## src/rtl/ddr_fifo_rd_ctrl.sv

```systemverilog
// ---------------------------------------------------------------------------
// ddr_fifo_rd_ctrl
//
// Read-side controller for a single-clock ddr_fifo. It issues pops to the FIFO,
// captures the combinational read data into a 2-entry skid buffer and presents
// it downstream as a valid/ready stream. Two modes are supported:
//   drain : pop whenever the FIFO is non-empty until i_stop
//   loop  : load the FIFO read pointer, then replay start..stop for
//           i_loop_cnt passes (0 = forever, ends only on i_stop)
//
// Ports
//   i_clk, i_rst        clock, synchronous active-high reset
//   i_start, i_stop     operation control pulses
//   i_loop_mode, i_start_ptr, i_stop_ptr, i_loop_cnt
//                       configuration, sampled on an accepted i_start
//   o_fifo_load_ptr     FIFO pointer-load strobe (LOAD state)
//   o_fifo_loop         FIFO loop-mode enable (held for the whole operation)
//   o_fifo_read         FIFO pop strobe
//   i_fifo_empty_n      FIFO non-empty flag
//   i_fifo_rdata        FIFO read data for the current read pointer
//   o_valid, o_data, i_ready
//                       output stream
//   o_busy, o_done      status (busy = not IDLE, done = 1-cycle pulse)
//   o_pass_cnt          completed loop passes
//   o_dbg_state         current FSM state encoding
//
// Stream handshake: a word transfers on every rising clock edge where
// o_valid && i_ready are both high. o_valid/o_data never depend on i_ready,
// and once o_valid is high it stays high with o_data stable until the
// transfer happens (or reset).
// ---------------------------------------------------------------------------
module ddr_fifo_rd_ctrl #(
    parameter int DWIDTH = 32,
    parameter int DEPTH  = 8,
    parameter int AWIDTH = $clog2(DEPTH),
    parameter int CWIDTH = 16
) (
    input  logic              i_clk,
    input  logic              i_rst,
    input  logic              i_start,
    input  logic              i_stop,
    input  logic              i_loop_mode,
    input  logic [AWIDTH-1:0] i_start_ptr,
    input  logic [AWIDTH-1:0] i_stop_ptr,
    input  logic [CWIDTH-1:0] i_loop_cnt,
    output logic              o_fifo_load_ptr,
    output logic              o_fifo_loop,
    output logic              o_fifo_read,
    input  logic              i_fifo_empty_n,
    input  logic [DWIDTH-1:0] i_fifo_rdata,
    output logic              o_valid,
    output logic [DWIDTH-1:0] o_data,
    input  logic              i_ready,
    output logic              o_busy,
    output logic              o_done,
    output logic [CWIDTH-1:0] o_pass_cnt,
    output logic [2:0]        o_dbg_state
);

    typedef enum logic [2:0] {
        S_IDLE  = 3'd0,
        S_LOAD  = 3'd1,
        S_RUN   = 3'd2,
        S_FLUSH = 3'd3,
        S_DONE  = 3'd4
    } state_t;

    localparam logic [AWIDTH-1:0] A_ONE = 1;
    localparam logic [CWIDTH-1:0] C_ONE = 1;

    state_t state_q, state_d;

    // Configuration captured on an accepted i_start
    logic              loop_q;
    logic [AWIDTH-1:0] start_ptr_q;
    logic [AWIDTH-1:0] stop_ptr_q;
    logic [CWIDTH-1:0] loop_cnt_q;

    // Loop progress
    logic [AWIDTH-1:0] entry_q;
    logic [CWIDTH-1:0] pass_q;
    logic [AWIDTH-1:0] len_m1;
    logic [CWIDTH-1:0] pass_inc;
    logic              last_entry;
    logic              last_pass;

    // Skid buffer: two slots, head/tail pointers and an occupancy count
    logic [DWIDTH-1:0] skid_mem [2];
    logic              wr_q;
    logic              rd_q;
    logic [1:0]        cnt_q;

    logic              pop;
    logic              retire;

    // Loop length minus one; AWIDTH wrap makes stop<start span the end of
    // the FIFO and stop==start a single-entry loop.
    assign len_m1     = stop_ptr_q - start_ptr_q;
    assign pass_inc   = pass_q + C_ONE;
    assign last_entry = (entry_q == len_m1);
    assign last_pass  = (loop_cnt_q != '0) && (pass_inc == loop_cnt_q);

    // Pop decision uses registered state/count only, so i_ready never reaches
    // the FIFO read strobe. Loop mode ignores empty_n (pattern is preloaded).
    assign pop    = (state_q == S_RUN) && (cnt_q < 2'd2) &&
                    (loop_q || i_fifo_empty_n) && !i_stop;
    assign retire = o_valid && i_ready;

    // ---------------- next-state logic ----------------
    always_comb begin
        state_d = state_q;
        case (state_q)
            S_IDLE: begin
                if (i_start) begin
                    state_d = i_loop_mode ? S_LOAD : S_RUN;
                end
            end
            S_LOAD: begin
                state_d = S_RUN;
            end
            S_RUN: begin
                if (i_stop) begin
                    state_d = S_FLUSH;
                end else if (pop && loop_q && last_entry && last_pass) begin
                    state_d = S_FLUSH;
                end
            end
            S_FLUSH: begin
                if (cnt_q == 2'd0) begin
                    state_d = S_DONE;
                end
            end
            S_DONE: begin
                state_d = S_IDLE;
            end
            default: begin
                state_d = S_IDLE;
            end
        endcase
    end

    // ---------------- state and configuration ----------------
    always_ff @(posedge i_clk) begin
        if (i_rst) begin
            state_q     <= S_IDLE;
            loop_q      <= 1'b0;
            start_ptr_q <= '0;
            stop_ptr_q  <= '0;
            loop_cnt_q  <= '0;
            entry_q     <= '0;
            pass_q      <= '0;
        end else begin
            state_q <= state_d;
            if (state_q == S_IDLE && i_start) begin
                loop_q      <= i_loop_mode;
                start_ptr_q <= i_start_ptr;
                stop_ptr_q  <= i_stop_ptr;
                loop_cnt_q  <= i_loop_cnt;
                entry_q     <= '0;
                pass_q      <= '0;
            end else if (state_q == S_DONE) begin
                // FIFO loop enable drops as the controller returns to IDLE
                loop_q <= 1'b0;
            end else if (pop && loop_q) begin
                if (last_entry) begin
                    entry_q <= '0;
                    pass_q  <= pass_inc;
                end else begin
                    entry_q <= entry_q + A_ONE;
                end
            end
        end
    end

    // ---------------- skid buffer ----------------
    always_ff @(posedge i_clk) begin
        if (i_rst) begin
            skid_mem[0] <= '0;
            skid_mem[1] <= '0;
            wr_q        <= 1'b0;
            rd_q        <= 1'b0;
            cnt_q       <= 2'd0;
        end else begin
            if (pop) begin
                skid_mem[wr_q] <= i_fifo_rdata;
                wr_q           <= ~wr_q;
            end
            if (retire) begin
                rd_q <= ~rd_q;
            end
            if (pop && !retire) begin
                cnt_q <= cnt_q + 2'd1;
            end else if (!pop && retire) begin
                cnt_q <= cnt_q - 2'd1;
            end
        end
    end

    // ---------------- outputs ----------------
    assign o_fifo_read     = pop;
    assign o_fifo_load_ptr = (state_q == S_LOAD);
    assign o_fifo_loop     = loop_q;
    assign o_valid         = (cnt_q != 2'd0);
    assign o_data          = skid_mem[rd_q];
    assign o_busy          = (state_q != S_IDLE);
    assign o_done          = (state_q == S_DONE);
    assign o_pass_cnt      = pass_q;
    assign o_dbg_state     = state_q;

endmodule

```

## config.mk

```make
export PLATFORM = sky130hd
export DESIGN_NAME = ddr_fifo_rd_ctrl
export DESIGN_NICKNAME = d
export VERILOG_FILES = /design/src/rtl/ddr_fifo_rd_ctrl.sv
export SDC_FILE = /design/constraint.sdc
export NUM_CORES = 1
export LEC_CHECK = 0
export CAP_MARGIN = 20
export CORE_ASPECT_RATIO = 1.75
export CORE_UTILIZATION = 55
export CTS_BUF_LIST = sky130_fd_sc_hd__clkbuf_4 sky130_fd_sc_hd__clkbuf_8
export CTS_CLUSTER_DIAMETER = 30
export CTS_CLUSTER_SIZE = 24
export DETAILED_ROUTE_END_ITERATION = 12
export PLACE_DENSITY = 0.85
export SLEW_MARGIN = 20
export SYNTH_ARGS = -nofsm -noshare
export SYNTH_HDL_FRONTEND = slang
export SYNTH_SLANG_ARGS = --single-unit
```

## constraint.sdc

```tcl
create_clock -name i_clk -period 7.7 [get_ports i_clk]
set_input_delay 1.925 -clock i_clk [delete_from_list [all_inputs] [get_ports i_clk]]
set_output_delay 1.925 -clock i_clk [all_outputs]
set_load 0.03 [all_outputs]
```

# Yosys cells after proc, flatten, opt, wreduce, memory -nomap -nowiden
# Memories as Yosys holds them, arrays and structs flattened. A register that Yosys moved wholly into a read port is not among the register bits.
# Index checks and enable logic that the tools add are counted.
[totals] register_bits=49 mem_bits_rw=64 out_inout_bits=57 memories=1
[classes] n_addsub=5 n_lt_le_gt_ge=1 eq_ne=9 mux=21 bitwise_logic=3 n_reduce_logical=27
[memory_table] memory="skid_mem" depth=2 width=32 rd=1 rd_ports_with_merged_regs=1 write_ports=2 line_no="88" rtl="logic [DWIDTH-1:0] skid_mem [2];"
[op_table] cell="$mux 32" count=1
[op_table] cell="$reduce_or 32->1" count=1
[op_table] cell="$add 16x1->16 const B" count=1
[op_table] cell="$eq 16x16->1" count=1
[op_table] cell="$reduce_bool 16->1" count=1
[op_table] cell="$mux 3" count=5
[op_table] cell="$pmux 3 s4" count=1
[op_table] cell="$logic_and 1x1->1" count=11
[op_table] cell="$mux 1" count=11
[op_table] cell="$eq 3x2->1 const B" count=2
[op_table] cell="$mux 2" count=3
[op_table] cell="$reduce_and 3->1" count=2
[op_table] cell="$reduce_bool 2->1" count=3
[op_table] cell="$ne 2x2->1 const B" count=2
[op_table] cell="$add 3x1->3 const B" count=1
[op_table] cell="$eq 3x1->1 const B" count=1
[op_table] cell="$eq 3x3->1" count=1
[op_table] cell="$eq 3x3->1 const B" count=1
[op_table] cell="$logic_not 1->1" count=3
[op_table] cell="$logic_not 3->1" count=1
[op_table] cell="$ne 3x2->1 const B" count=1
[op_table] cell="$not 1->1" count=3
[op_table] cell="$reduce_bool 3->1" count=1
[op_table] cell="$sub 3x3->3" count=1
[op_table] cell="7 further kinds" count=7

# Longest topological paths before layout
[logic_depth] ltp_word=10 depth_mapped=10

# Worst setup path before layout
# Ideal clock, no wire load.
[synth_timing] kind="input port to output port" from="input port i_stop" to="output port o_fifo_read" t_arrival_ns=2.874 required_time_ns=5.775 slack_ns=2.901 cell_stages=4 path_buffers=0 cell_sequence="or3b_4 nor3_2 o21ai_1 inv_1"
[synth_via] elab_chain_cells=2
[synth_rtl] item="from (decl)" line_no="41" rtl="input logic i_stop,"
[synth_rtl] item="$logic_not 1->1" line_no="106" rtl="(loop_q || i_fifo_empty_n) && !i_stop;"
[synth_rtl] item="$logic_and 1x1->1" line_no="106"
[synth_rtl] item="to (decl)" line_no="48" rtl="output logic o_fifo_read,"
# No other way between the ends.

# Worst setup path after layout
# Ends and elaborated chain as after synthesis.

==> impl_metrics.yaml <==
clock_tree:
  cts_buffer_depth: 2
  cts_sinks: 114
  clk-insertion-delay-late_ns: 0.43
  clk_pin_slew_ns: 0.07
  cts_hold_buf: 0
  cts_root_buffer: "clkbuf_8"
  htree_levels: 4
  cts_resized: 0
  cts_buffers: 17
  cts_setup_buffers: 0
  cts_tree: "yes"
placed_design:
  place.gp.congestion: 0.868
  port_buffers: 117
  dp_hpwl_mm: 9.12
sta:
  setup_viol_count_final: 0
  hold_viol: 0
  slew_viol_final: 0
  fin_crit_sh: 0.760
  whs_ns: 0.470
  max_slew.worst_pin.slew_ns: 0.955
  relSlewSlack: 0.362
  fin_crit_ns: 5.85
  clock_skew_ns: 0.00841
  fmax_ghz: 0.171
  rsz0062_at_grt: "no"
  finalSetupTns_ns: 0
power:
  p_per_area_mw_per_mm2: 253
  leakagePower_nw: 2.57
  swShare: 0.323
  p_switching_mw: 0.579
  peakVddDrop_v: 0.000140
  p_clk_frac: 0.304
  power_frac_comb: 0.287
  pwr-share-seq: 0.409
  p_int_mw: 1.21
route:
  met2WireLength_mm: 7.33
  wl_met1_mm: 4.38
  drtPass1Iterations: 7
  wl_per_cell_microns: 16.9
  first_iter_violations: 155
  top_layer: "met4"
  met3WireLength_microns: 636
  remaining_drc_errors: 0
  drt_wl_total_mm: 12.8
  ant_nets: 0
  viasPerCell: 5.46
  vias: 4112
logic_synthesis:
  synth_fp_nets: 572
  synth-async-reset-ratio: 0
  yosysWarnings: 0
  synthXorXnorAreaFrac: 0.0710
  yosysSeqAreaShare: 0.538
  yosysUniqueCellTypes: 55
  synth.avg_cell_area_sq_um: 10.7
  synth_cells: 506
  synth-seq-cells: 114
  synth_top_family_by_area: "simple AND/OR/NAND/NOR gates"
  yosys.area.top_type: "edfxtp_1"
  yosys.area_share.simple: 0.219
  synth_area_leaders: "edfxtp_1 35%, dfxtp_1 18%, and2_1 7.5%, mux2_2 6.6%, xnor2_1 4.7%"
  yosys.area_share.adder: 0.0129
  synth_compound_area_frac: 0.0604
  synthMuxAreaShare: 0.0701
  synth_area_sq_mm: 0.00543
  synth_ff_type: "edfxtp_1"
  synth_edf_count: 64
  synth_top_area_frac: 0.354
floorplan:
  die_area_sq_mm: 0.0103
  start_util: 0.570
  die_h_microns: 133
  rows: 47
  num_io_pins: 118
  coreArea_sq_mm: 0.00953
  die_x_microns: 77.1
run_status:
  outcome: "completed"
worst_setup_path:
  rrSetupSlack_ns: 4.78
  worstSetupStartpoint: "i_stop"
  critical_path.endpoint: "o_fifo_read"
  cp.required_ns: 5.78
  ff2ff_path_depth: 6
  cp-end-kind: "primary output"
  critPathMaxFanout: 5
  reg2reg_to: "skid_mem[1][30]"
  r2r_start: "o_dbg_state[1]"
  crit_arrival_ns: 3.93
  critPathLaunchType: "primary input"
  critical_path_class: "primary input to primary output"
layout:
  final_common_cell: "clkdlybuf4s50_1"
  final_net_count: 684
  layout_common_cells: "117 x clkdlybuf4s50_1, 65 x and2_1, 64 x edfxtp_1"
  fillCellCount: 687
  antenna_cells: 0
  multiInputGateArea_sq_mm: 0.00237
  synthToLayoutAreaGrowth_pct: 30.2
  seq_area_sq_mm: 0.00292
  layout-drive-gt1-share: 0.125
grt:
  grtUsageTotal: 0.266
  overflow: 0
  grt_pass1_vias: 4258
  antenna_found_initial: 0
  grt_pass1_wl_mm: 20.6
  grt_max_degree: 37
flow_run:
  cap_violations: 0
hold_path:
  hp-class: "register to register"
worst max-delay path, cell delays in order:
cell             delay, ns
clkdlybuf4s50_1       0.40
or3b_4                0.41
nor3_2                0.15
o21ai_1               0.23
inv_1                 0.13
clkdlybuf4s50_1       0.68
stage by stage:
step	power (mW)	cell area, sq um	worst slack (ns)	cells	util
floorplan	1.07	5430	2.90	506	-
global placement	1.25	6670	1.89	721	0.700
detailed placement	1.26	6670	1.82	721	0.700
CTS	1.80	7070	1.83	753	0.742
global route	1.86	7070	1.72	753	0.742
finish	1.79	7070	1.85	753	0.742
synth_stat cells, types with 2 or more instances:
library cell / count
nand3b_1: 2
buf_1: 4
o21ai_0: 8
and3_1: 4
edfxtp_1: 64
nor2_1: 34
nand2_1: 55
clkbuf_2: 3
nor3_1: 8
nand2b_1: 3
nor4_1: 5
dfxtp_1: 50
or3_1: 3
nor3b_1: 5
nand4_1: 8
nor3_2: 2
nor2b_1: 3
inv_1: 8
xnor2_1: 29
and4_1: 3
and2_1: 65
xor2_1: 15
a21oi_1: 32
clkbuf_1: 18
ha_1: 4
mux2_2: 32
o211ai_1: 3
mux2i_1: 2
nand3_1: 8
worst min-delay path by stage:
stage | startpoint | to | slack, ns | depth (start not counted)
CTS | start_ptr_q[0] | start_ptr_q[0] | 0.47 | 2
floorplan | stop_ptr_q[0] | stop_ptr_q[0] | 0.44 | 2
global placement | stop_ptr_q[1] | stop_ptr_q[1] | 0.45 | 2
global route | stop_ptr_q[1] | stop_ptr_q[1] | 0.49 | 2
finish | stop_ptr_q[1] | stop_ptr_q[1] | 0.47 | 2
detailed placement | start_ptr_q[0] | start_ptr_q[0] | 0.46 | 2
cell families (layout without fill, tap and decap cells):
kind of cell | count (synthesis) | count (layout)
and+or+nand+nor | 218 | 218
DFF | 114 | 114
AOI/OAI and AO/OA | 55 | 55
xor gates and xnor gates | 44 | 44
buffers and inverters | 36 | 161
muxes | 34 | 34
adders and majority gates | 5 | 5
final cells by class:
| type | count | share of cell area |
|---|---|---|
| clock inverters | 15 | 0.0227 |
| clock buffers | 17 | 0.0331 |
| inverters | 8 | 0.00425 |
| well taps | 122 | 0.0216 |
| flip-flops and latches | 114 | 0.414 |
| repair buffers | 121 | 0.170 |
| multi-input cells | 356 | 0.335 |
power by group through the flow:
| stage | combinational [mW] | sequential, mW | clock, mW |
|---|---|---|---|
| 6_report | 0.513 | 0.732 | 0.544 |
| 2_1_floorplan | 0.333 | 0.736 | 0 |
| 3_3_place_gp | 0.507 | 0.743 | 0 |
| 4_1_cts | 0.520 | 0.732 | 0.551 |
| 3_5_place_dp | 0.514 | 0.745 | 0 |
| 5_1_grt | 0.550 | 0.738 | 0.577 |
routing by layer:
layer / GRT usage / vias up
li1: - / 1983
met1: 0.261 / 1949
met2: 0.504 / 149
met3: 0.0692 / 31
met4: 0.131 / 0
met5: 0 / -
state kept, by name, indices dropped and copies added, names as in the netlist, named ones only:
signal and cells:
stop_ptr_q 3, loop_cnt_q 16, o_pass_cnt 16, rd_q 1
o_dbg_state 3, o_fifo_loop 1, start_ptr_q 3, cnt_q 2
entry_q 3, skid_mem 64, wr_q 1
No activity file was read; power rests on OpenSTA's default activity.
